===== config.mk =====
export PLATFORM = sky130hd
export DESIGN_NAME = ring_pattern_monitor
export DESIGN_NICKNAME = d
export VERILOG_FILES = /design/src/rtl/ring_pattern_monitor.sv
export SDC_FILE = /design/constraint.sdc
export NUM_CORES = 1
export LEC_CHECK = 0
export CAP_MARGIN = 25
export CORE_MARGIN = 10
export CORE_UTILIZATION = 35
export CTS_BUF_LIST = sky130_fd_sc_hd__clkbuf_8 sky130_fd_sc_hd__clkbuf_16
export DETAILED_ROUTE_END_ITERATION = 10
export REMOVE_ABC_BUFFERS = 1
export SYNTH_ARGS = -nofsm -noshare
export SYNTH_HDL_FRONTEND = slang
export SYNTH_SLANG_ARGS = --single-unit

===== constraint.sdc =====
create_clock -name clk -period 1.8 [get_ports clk]
set_input_delay 0.36 -clock clk [delete_from_list [all_inputs] [get_ports clk]]
set_output_delay 0.36 -clock clk [all_outputs]
set_load 0.005 [all_outputs]

===== src/rtl/ring_pattern_monitor.sv =====
// Checker for a two-hot 8-bit ring counter rotating left by 2: locks, decodes phase, counts errors.
// Optional macro RING_MON_CLR_EN adds a clr_err input that clears error/revolution counters.
module ring_pattern_monitor #(
  parameter int unsigned LOCK_CNT = 4,
  parameter int unsigned REV_W    = 8,
  parameter int unsigned ERR_W    = 8
) (
  input  logic             clk,
  input  logic             rst,
`ifdef RING_MON_CLR_EN
  input  logic             clr_err,
`endif
  input  logic             en,
  input  logic [7:0]       pattern_in,
  output logic             locked,
  output logic [1:0]       phase,
  output logic [REV_W-1:0] rev_count,
  output logic             err_pulse,
  output logic             err_sticky,
  output logic [ERR_W-1:0] err_count
);

  typedef enum logic [1:0] {StHunt, StCheck, StLocked} state_e;

  localparam logic [3:0] LockCntL = 4'(LOCK_CNT);
  localparam logic [ERR_W-1:0] ErrMax = {ERR_W{1'b1}};

  state_e           state_q, state_d;
  logic [7:0]       prev_q, prev_d;
  logic [3:0]       match_cnt_q, match_cnt_d;
  logic [1:0]       phase_q, phase_d;
  logic [REV_W-1:0] rev_q, rev_d;
  logic             err_pulse_q, err_pulse_d;
  logic             err_sticky_q, err_sticky_d;
  logic [ERR_W-1:0] err_cnt_q, err_cnt_d;

  logic       clr;
  logic       legal;
  logic       match;
  logic       err_event;
  logic [1:0] dec_phase;
  logic [7:0] expected;
  logic [3:0] match_cnt_inc;

`ifdef RING_MON_CLR_EN
  assign clr = clr_err;
`else
  assign clr = 1'b0;
`endif

  assign expected      = {prev_q[5:0], prev_q[7:6]};
  assign match         = (pattern_in == expected);
  assign match_cnt_inc = match_cnt_q + 4'd1;

  always_comb begin
    legal     = 1'b1;
    dec_phase = 2'd0;
    unique case (pattern_in)
      8'h03:   dec_phase = 2'd0;
      8'h0C:   dec_phase = 2'd1;
      8'h30:   dec_phase = 2'd2;
      8'hC0:   dec_phase = 2'd3;
      default: legal = 1'b0;
    endcase
  end

  always_comb begin
    state_d     = state_q;
    prev_d      = prev_q;
    match_cnt_d = match_cnt_q;
    phase_d     = phase_q;
    rev_d       = rev_q;
    err_event   = 1'b0;

    if (en) begin
      case (state_q)
        StHunt: begin
          if (legal) begin
            prev_d      = pattern_in;
            phase_d     = dec_phase;
            match_cnt_d = 4'd0;
            state_d     = StCheck;
          end
        end
        StCheck: begin
          if (match) begin
            prev_d      = pattern_in;
            phase_d     = dec_phase;
            match_cnt_d = match_cnt_inc;
            if (match_cnt_inc == LockCntL) state_d = StLocked;
          end else if (legal) begin
            prev_d      = pattern_in;
            phase_d     = dec_phase;
            match_cnt_d = 4'd0;
          end else begin
            state_d     = StHunt;
            phase_d     = 2'd0;
            match_cnt_d = 4'd0;
          end
        end
        StLocked: begin
          if (match) begin
            prev_d  = pattern_in;
            phase_d = dec_phase;
            if (prev_q == 8'hC0) rev_d = rev_q + REV_W'(1);
          end else begin
            // The offending sample is discarded; hunting resumes on the next strobe.
            err_event   = 1'b1;
            state_d     = StHunt;
            phase_d     = 2'd0;
            match_cnt_d = 4'd0;
          end
        end
        default: begin
          state_d     = StHunt;
          phase_d     = 2'd0;
          match_cnt_d = 4'd0;
        end
      endcase
    end

    err_pulse_d  = err_event;
    err_sticky_d = err_sticky_q | err_event;
    err_cnt_d    = err_cnt_q;
    if (err_event && (err_cnt_q != ErrMax)) err_cnt_d = err_cnt_q + ERR_W'(1);

    // A clear coinciding with an error leaves exactly that one error recorded.
    if (clr) begin
      rev_d        = '0;
      err_sticky_d = err_event;
      err_cnt_d    = err_event ? ERR_W'(1) : '0;
    end
  end

  always_ff @(posedge clk) begin
    if (rst) begin
      state_q      <= StHunt;
      prev_q       <= 8'h00;
      match_cnt_q  <= 4'd0;
      phase_q      <= 2'd0;
      rev_q        <= '0;
      err_pulse_q  <= 1'b0;
      err_sticky_q <= 1'b0;
      err_cnt_q    <= '0;
    end else begin
      state_q      <= state_d;
      prev_q       <= prev_d;
      match_cnt_q  <= match_cnt_d;
      phase_q      <= phase_d;
      rev_q        <= rev_d;
      err_pulse_q  <= err_pulse_d;
      err_sticky_q <= err_sticky_d;
      err_cnt_q    <= err_cnt_d;
    end
  end

  assign locked     = (state_q == StLocked);
  assign phase      = phase_q;
  assign rev_count  = rev_q;
  assign err_pulse  = err_pulse_q;
  assign err_sticky = err_sticky_q;
  assign err_count  = err_cnt_q;

endmodule


==> flow_summary.toml, run 1 <==
[hold_path]
hold_path_class = "reg -> reg"

[setup_path]
critPathMaxStageDelay_ns = 0.34
path_delay_family = "simple AND/OR/NAND/NOR gates"
required_ns = 2.03
cp_common_cell = "buf_4"
end_kind = "register"
slowest_stage = "dfxtp_2"
cp_num_buf_inv = 2
crit_type = "reg -> reg"
cp.arrival_ns = 2.04
crit_chain = "xor2_1 -> nor4_2 -> buf_4 -> and2_4 -> a21oi_4 -> nor4b_4 -> buf_4 -> a22o_1"
cp-start-kind = "register"
cp_max_fo = 8

[sta]
fin_worst_skew_ns = 0.006212
finalHoldViolCount = 0
slew-limit-headroom_pct = 77.69
min_period_ns = 1.806
worst_pin_slew_ns = 0.3321
setup_viol_count_final = 5
slew_viol_final = 0
worst_slack_ns = -0.006218
rsz0062_at_grt = "true"
max_freq_mhz = 553.6
finalCritPeriodShare_pct = 100.3
setup_tns_ns = -0.01650

[pwr]
power_density_mw_per_mm2 = 576.0
peakVddDrop_mv = 0.5596
p_int_uw = 1260
pwr-share-comb_pct = 8.3
p_leak_uw = 0.001179
power_frac_clock_pct = 44.7
power_frac_seq_pct = 47.0
p_sw_uw = 344.2
sw_frac_of_total_pct = 21.46
power_uw = 1604

[cts]
clk_latency_ns = 0.28
cts_tree = "yes"
htree_num_levels = 2
clk_pin_slew_ns = 0.07
numCtsBuffers = 5
clock_sinks = 34
clockRootBuffer = "clkbuf_8"
hold_buffers = 0
cts.path.max_buffers = 2

[die]
io_pins = 32
fp.dieW_um = 91.53
core-area_sq_mm = 0.004848
die_y_um = 91.53
start_util_pct = 36.93
num_rows = 25
die_area_sq_mm = 0.008377

[grt]
grt_max_degree = 29
track_usage_pct = 11.21
antenna_found_initial = 0
gr-total-overflow = 0
grt_pass1_wl_um = 8017
grt_pass1_vias = 1701

[logic_synthesis]
synthFlopType = "dfxtp_1"
synth_common_cells = "dfxtp_1, nor2_1, xor2_1"
synth-async-reset-ratio_pct = 0
syn-instance-count = 197
yosys_warnings = 0
netlist.area_leader.share_pct = 38.02
synthesis.area_sq_mm = 0.001790
synth_top_area_cell = "dfxtp_1"
synth_seq_area_share_pct = 38.02
yosys.cell_types.count = 41
synth_edf_count = 0
yosysMostFrequentCell = "dfxtp_1"
syn_avg_cell_area_sq_um = 9.089
ys_ff_latch = 34
ys_top_cells_by_area = "dfxtp_1, xor2_1, ha_1"

[detailed_routing]
drt_first_pass_iters = 4
wl_met1_um = 2188
drtAntennaViolNets = 0
routed-via-count = 1695
drc_errors = 0
wire_per_inst_um = 13.78
drt-vias-per-instance = 4.956
wl_met2_um = 2264
drt-initial-drc-count = 76
top_layer = "met4"
routed_wl_um = 4713
route.met3.wl_um = 226

[outcome]
status = "finished, violations left"
violations = "setup timing"

[finish]
regArea_sq_um = 688.2
n_fill_cell = 449
n_antenna_cell = 0
nNetsFinal = 294
drive_gt1_share_pct = 32.73
syn2layout_area_growth_pct = 55.56
multiInputGateArea_sq_mm = 0.001222

[placement]
portBuffers = 31
gp_congestion = 0.7668
hpwl_um = 3506

[run]
cap_violations = 0
-- metrics by stage --
| stage | util [%] | hold slack, ns | setup WS (ns) | instances | cell area, sq um |
|---|---|---|---|---|---|
| final | 57.45 | 0.4529 | -0.006218 | 342 | 2785 |
| after global routing | 57.45 | 0.4828 | -0.1026 | 342 | 2785 |
| after CTS | 55.15 | 0.4538 | 0.002346 | 340 | 2674 |
| after detailed placement | 50.92 | 0.4435 | -0.6328 | 331 | 2469 |
| after global placement | 50.92 | 0.4388 | -0.6088 | 331 | 2469 |
| after floorplan | - | 0.4291 | -0.1149 | 193 | 1774 |
-- registers in the layout, summed over array words and instances (netlist names) --
register and count:
err_count 8, prev_q 8, rev_count 8, match_cnt_q 4, phase 2, state_q 2
err_pulse 1, err_sticky 1
-- routing by layer --
layer	vias up	global-route usage, %
met2	23	18.54
li1	862	-
met1	805	13.67
met5	-	0
met4	0	2.742
met3	5	3.621
-- logic make-up (layout without fill, tap and decap cells) --
logic type,Yosys count,after routing,synth area share [%]
xor gates and xnor gates,22,22,10.76
adders and majority gates,8,8,5.591
muxes,4,4,2.236
DFF,34,34,38.02
buffers and inverters,14,92,3.005
and+or+nand+nor,79,79,26.35
AOI/OAI and AO/OA,36,36,14.05
-- final timing paths --
kind / startpoint / to / slack [ns] / depth (start not counted)
max: prev_q[4] / prev_q[2] / -0.006 / 8
min: err_sticky / err_sticky / 0.45 / 2
max reg2reg: prev_q[4] / prev_q[2] / -0.006 / 8
min reg2reg: err_sticky / err_sticky / 0.45 / 2
-- worst register-to-register path: stages, from the launching register on --
cell and delay, ns:
dfxtp_2 0.34, xor2_1 0.17, nor4_2 0.27, buf_4 0.21, and2_4 0.19, a21oi_4 0.06, nor4b_4 0.20, buf_4 0.19
a22o_1 0.13
-- timing repair --
item                       in CTS  in global routing
buffers inserted                2                  2
pin swaps                      12                 11
gates resized for setup        33                 25
setup endpoints to repair      33                 28
hold endpoints to repair        0                  0
-- cells in the final DEF, fill, tap and decap left out, drive strengths merged, types with 3 or more instances in the layout --
cell           netlist  final
a21oi                9      9
a22o                 8      8
and3                 5      5
buf                  1     44
clkbuf               3      8
clkdlybuf4s50        0     22
dfxtp               34     34
dlygate4sd2          0      7
ha                   8      8
inv                 10     10
mux2i                4      4
nand2               11     11
nand2b               6      6
nand3                8      8
nand4                5      5
nor2                19     19
nor3                 5      5
nor4                 9      9
nor4bb               3      3
o21ai                8      8
xnor2                5      5
xor2                17     17
-- power groups by stage --
stage,logic (uW),registers [uW],clock network (uW)
5_1_grt,143,754,767
3_5_place_dp,121,772,0
4_1_cts,127,754,732
3_3_place_gp,120,772,0
2_1_floorplan,34.5,771,0
6_report,133,754,717
-- area by class of cell --
type | count | share of cell area [%]
Tap cell | 67 | 3.010
Multi-Input combinational cell | 149 | 43.89
Clock buffer | 6 | 2.965
Inverter | 10 | 1.348
Sequential cell | 34 | 24.71
Timing Repair Buffer | 75 | 23.00
Clock inverter | 1 | 1.078
Power figures use the tool's default switching activity.
==> inputs of run 2 (changes only) <==
--- a/config.mk
+++ b/config.mk
@@ -6,10 +6,12 @@
 export NUM_CORES = 1
 export LEC_CHECK = 0
 export CAP_MARGIN = 25
+export CORE_ASPECT_RATIO = 1.1
 export CORE_MARGIN = 10
 export CORE_UTILIZATION = 35
 export CTS_BUF_LIST = sky130_fd_sc_hd__clkbuf_8 sky130_fd_sc_hd__clkbuf_16
 export DETAILED_ROUTE_END_ITERATION = 10
+export GPL_ROUTABILITY_DRIVEN = 1
 export REMOVE_ABC_BUFFERS = 1
 export SYNTH_ARGS = -nofsm -noshare
 export SYNTH_HDL_FRONTEND = slang
==> run 2 against run 1 <==
- the run still ends with setup timing left
- critical path depth stayed put
- core utilization is 0.50 points lower
- die area hardly changed
- worst hold slack worse by 0.084 ns
==> flow_summary.toml, run 2 (synthesized netlist as in run 1, its figures left out) <==
[cts]
clk_pin_slew_ns = 0.07
htree_num_levels = 2
hold_buffers = 0
numCtsBuffers = 5
clock_sinks = 34
cts_tree = "yes"
clk_latency_ns = 0.29
cts.path.max_buffers = 2
clockRootBuffer = "clkbuf_8"

[finish]
syn2layout_area_growth_pct = 57.93
final_cells = 334
n_antenna_cell = 0
mostFrequentLayoutCells = "buf_4, dfxtp_1, clkdlybuf4s50_1"
drive_gt1_share_pct = 35.87
nNetsFinal = 294
final_area_sq_mm = 0.002828
final_common_cell = "buf_4"

[die]
die_area_sq_mm = 0.008380
num_rows = 27
start_util_pct = 36.05
die_y_um = 95.02
core-area_sq_mm = 0.004966
io_pins = 32
fp.dieW_um = 88.20

[placement]
dp.cells = 317
gp_congestion = 0.8572
pre_cts_ws_ns = -0.6711
hpwl_um = 3425
portBuffers = 31
place_area_sq_mm = 0.002420

[setup_path]
ff2ff_path_depth = 8
required_ns = 2.03
crit_type = "reg -> reg"
critPathLaunch = "prev_q[2]"
cp_max_fo = 8
rrSetupSlack_ns = -0.08
r2r-end = "prev_q[3]"
cp.arrival_ns = 2.11
timing.rr.start = "prev_q[2]"
end_kind = "register"
cp-start-kind = "register"

[pwr]
power_frac_seq_pct = 50.5
sw_frac_of_total_pct = 24.53
peakVddDrop_mv = 0.3985
p_int_uw = 1127
power_frac_clock_pct = 39.9
power_density_mw_per_mm2 = 528.0
pwr-share-comb_pct = 9.6
p_sw_uw = 366.3
p_leak_uw = 0.001179

[sta]
slew_viol_final = 0
finalCritPeriodShare_pct = 104.3
fin_worst_skew_ns = 0.006976
rsz0062_at_grt = "true"
slew-limit-headroom_pct = 74.05
worst_pin_slew_ns = 0.3893
setup_viol_count_final = 12
min_period_ns = 1.878
max_freq_mhz = 532.4
worst_slack_ns = -0.07817
finalHoldViolCount = 0

[detailed_routing]
drt-vias-per-instance = 5.162
routed_wl_um = 5059
drt_first_pass_iters = 4
wire_per_inst_um = 15.15
drtAntennaViolNets = 0
routed-via-count = 1724
drc_errors = 0
drt-initial-drc-count = 63

[grt]
antenna_found_initial = 0
gr-total-overflow = 0
grt_pass1_wl_um = 7976
grt_pass1_vias = 1737
track_usage_pct = 11.71
grt_max_degree = 28

[hold_path]
hp-start = "pattern_in[4]"
min_to = "prev_q[4]"
hold_depth = 2
hold_path_class = "in -> reg"

[outcome]
violations = "setup timing"
status = "finished, violations left"

[run]
cap_violations = 0
[run 2: layout make-up]
class | count | area, sq um
fill | 436 | 2138
multi-input combinational | 150 | 1309
sequential | 34 | 688.2
timing repair buffer | 74 | 625.6
clock buffer | 6 | 82.58
tap | 58 | 72.57
inverter | 10 | 37.54
clock inverter | 2 | 12.51
[run 2: worst max-delay path, cell delays in order (launching register included)]
cell and delay [ns]:
dfxtp_1 0.33, xor2_1 0.17, nor4_2 0.28, buf_4 0.23, nand2_4 0.09, a21oi_4 0.18, nor4b_4 0.23, buf_6 0.17
a22o_1 0.14
[run 2: worst max-delay path by stage]
stage | to | cells after the start
floorplan | prev_q[7] | 6
global placement | state_q[1] | 8
detailed placement | prev_q[7] | 9
CTS | prev_q[7] | 8
global route | prev_q[5] | 8
finish | prev_q[3] | 8
[run 2: power by group through the flow]
stage | clock network [uW] | registers [uW] | logic (uW)
finish | 595 | 755 | 143
global route | 643 | 754 | 155
CTS | 604 | 754 | 131
detailed placement | 0 | 772 | 120
global placement | 0 | 772 | 119
floorplan | 0 | 771 | 34.5
[run 2: through the flow]
stage	TNS, ns	util (%)	hold WS, ns	total power (uW)
final	-0.5614	56.94	0.3688	1493
after global routing	-3.374	56.94	0.3882	1552
after CTS	0	53.44	0.4593	1489
after detailed placement	-18.50	48.73	0.4426	891.3
after global placement	-17.74	48.73	0.4452	890.5
after floorplan	-1.372	-	0.4291	805.8
[run 2: timing repair]
item,in CTS,in global routing
pin swaps,9,15
setup endpoints to repair,33,32
cloned,0,1
buffers inserted,5,5
gates resized for setup,39,38
[run 2: metal layers]
metal / up-vias / track usage (%) / part of all wire [%]
met5: - / 0 / 0
met3: 8 / 3.754 / 4.1
met1: 824 / 13.48 / 43
met4: 0 / 3.010 / 1.8
li1: 869 / - / -
met2: 23 / 20.36 / 51
==> inputs of run 3 (changes only) <==
--- a/config.mk
+++ b/config.mk
@@ -8,11 +8,13 @@
 export CAP_MARGIN = 25
 export CORE_ASPECT_RATIO = 1.1
 export CORE_MARGIN = 10
-export CORE_UTILIZATION = 35
+export CORE_UTILIZATION = 45
 export CTS_BUF_LIST = sky130_fd_sc_hd__clkbuf_8 sky130_fd_sc_hd__clkbuf_16
 export DETAILED_ROUTE_END_ITERATION = 10
 export GPL_ROUTABILITY_DRIVEN = 1
+export PLACE_DENSITY = 0.73
 export REMOVE_ABC_BUFFERS = 1
+export SLEW_MARGIN = 20
 export SYNTH_ARGS = -nofsm -noshare
 export SYNTH_HDL_FRONTEND = slang
 export SYNTH_SLANG_ARGS = --single-unit
==> constraint.sdc (replaced) <==
create_clock -name clk -period 1.8 [get_ports clk]
set_input_delay 0.36 -clock clk [delete_from_list [all_inputs] [get_ports clk]]
set_output_delay 0.36 -clock clk [all_outputs]
set_load 0.01 [all_outputs]
==> run 3 against run 2 <==
- the flow still finishes with violations (setup timing)
- clock skew shrank 0.0016 ns
- routed wire length shrank 1.8%
- sequential power is essentially flat
- non-clock buffer count shrank 1
- combinational power shrank 7%
- core utilization grew 16 points
- first-iteration DRC count is the same
- critical endpoint is now prev_q[7]
- largest cell class unchanged
==> flow_summary.toml, run 3 (synthesized netlist as in run 1, its figures left out) <==
[grt]
grt_pass1_wl_um = 7679
antenna_found_initial = 0
grt_max_degree = 26
use_met2_pct = 22.64
gr-total-overflow = 0
grtUsageMet1_pct = 16.35
grt_pass1_vias = 1626
grt_use_met3_pct = 3.340
grt_busiest_layer = "met2"
track_usage_pct = 13.74

[placement]
portBuffers = 31
gp_congestion = 0.8048
pre_cts_ws_ns = -0.6584
dp.cells = 308
place_area_sq_mm = 0.002402
hpwl_um = 3369

[pwr]
p_sw_uw = 340.9
p_int_uw = 1220
power_frac_seq_pct = 48.3
power_density_mw_per_mm2 = 568.5
p_leak_uw = 0.001191
power_frac_clock_pct = 43.2
pwr-share-comb_pct = 8.5
sw_frac_of_total_pct = 21.84
peakVddDrop_mv = 0.6655
power_uw = 1561

[detailed_routing]
routed-via-count = 1734
wire_per_inst_um = 15.33
drt-initial-drc-count = 63
drc_errors = 0
drtAntennaViolNets = 0
routed_wl_um = 4967
drt_first_pass_iters = 4
drt-vias-per-instance = 5.352

[sta]
fin_worst_skew_ns = 0.005387
setup_viol_count_final = 11
worst_slack_ns = -0.04650
slew_viol_final = 0
rsz0062_at_grt = "true"
slew-limit-headroom_pct = 69.07
finalCritPeriodShare_pct = 102.6
finalHoldViolCount = 0
min_period_ns = 1.847
worst_pin_slew_ns = 0.4581
max_freq_mhz = 541.6

[setup_path]
r2r-end = "prev_q[7]"
cp_max_fo = 8
rrSetupSlack_ns = -0.03
crit_type = "in -> reg"
timing.rr.start = "prev_q[1]"
ff2ff_path_depth = 8
required_ns = 1.98
cp.arrival_ns = 2.02
end_kind = "register"
cp-start-kind = "primary input"

[finish]
final_cells = 324
final_area_sq_mm = 0.002745
multiInputGateArea_sq_mm = 0.001221
nNetsFinal = 292
syn2layout_area_growth_pct = 53.32
final_common_cell = "buf_4"
regArea_sq_um = 689.4
n_antenna_cell = 0
n_fill_cell = 266
drive_gt1_share_pct = 32.48
mostFrequentLayoutCells = "buf_4, dfxtp_1, clkdlybuf4s50_1"

[cts]
clockRootBuffer = "clkbuf_8"
clk_latency_ns = 0.28
htree_num_levels = 2
cts_tree = "yes"
clock_sinks = 34
numCtsBuffers = 5
clk_pin_slew_ns = 0.07
cts.path.max_buffers = 2

[die]
io_pins = 32
core-area_sq_mm = 0.003741
start_util_pct = 47.86
die_y_um = 86.16
num_rows = 23
fp.dieW_um = 80.14
die_area_sq_mm = 0.006904

[run]
cap_violations = 0

[hold_path]
hold_depth = 2
hold_path_class = "in -> reg"
hp-start = "pattern_in[7]"
min_to = "prev_q[7]"

[outcome]
violations = "setup timing"
status = "finished, violations left"
==> run 3: critical path: stages <==
cell             delay, ns
clkdlybuf4s15_1       0.24
buf_4                 0.17
nor4bb_2              0.31
o21ai_1               0.14
nand2_1               0.16
o21bai_1              0.15
a21oi_1               0.09
buf_4                 0.16
a22o_2                0.25
==> run 3: power by group through the flow <==
| stage | combinational [uW] | clock, uW | sequential [uW] |
|---|---|---|---|
| final | 133 | 674 | 754 |
| after global routing | 141 | 722 | 754 |
| after CTS | 122 | 687 | 754 |
| after detailed placement | 119 | 0 | 772 |
| after global placement | 118 | 0 | 772 |
| after floorplan | 34.5 | 0 | 771 |
==> run 3: per-stage QoR <==
step	util, %	hold WS (ns)	setup TNS (ns)
floorplan	-	0.4291	-1.372
global placement	64.21	0.4349	-16.21
detailed placement	64.21	0.4471	-16.97
CTS	68.76	0.4625	0
global route	73.38	0.3741	-1.505
finish	73.38	0.3815	-0.2756
==> run 3: how the worst max path moves through the flow <==
stage / start / endpoint / slack (ns)
global placement: pattern_in[5] / prev_q[7] / -0.63
finish: pattern_in[1] / prev_q[7] / -0.05
CTS: prev_q[4] / state_q[0] / 0.0008
detailed placement: pattern_in[5] / prev_q[7] / -0.66
global route: pattern_in[1] / phase[0] / -0.13
floorplan: pattern_in[7] / prev_q[7] / -0.11
==> run 3: final cells by class <==
type | instances | area share (%)
Multi-Input combinational cell | 149 | 44.48
Sequential cell | 34 | 25.11
Timing Repair Buffer | 73 | 22.88
Clock buffer | 5 | 2.507
Tap cell | 50 | 2.279
Clock inverter | 3 | 1.367
Inverter | 10 | 1.367
==> run 3: routing by layer <==
| metal | up-vias | share of wire (%) |
|---|---|---|
| met1 | 832 | 42 |
| met2 | 36 | 52 |
| met3 | 4 | 4.5 |
| li1 | 862 | - |
| met4 | 0 | 1.2 |
| met5 | - | 0 |
==> run 3: what timing repair did <==
action                     4_1_cts  5_1_grt
hold buffers                     0        0
setup buffers                    4        4
resized for setup               27       37
pin swaps                        5       22
setup endpoints to repair       33       30
gates cloned                     0        0
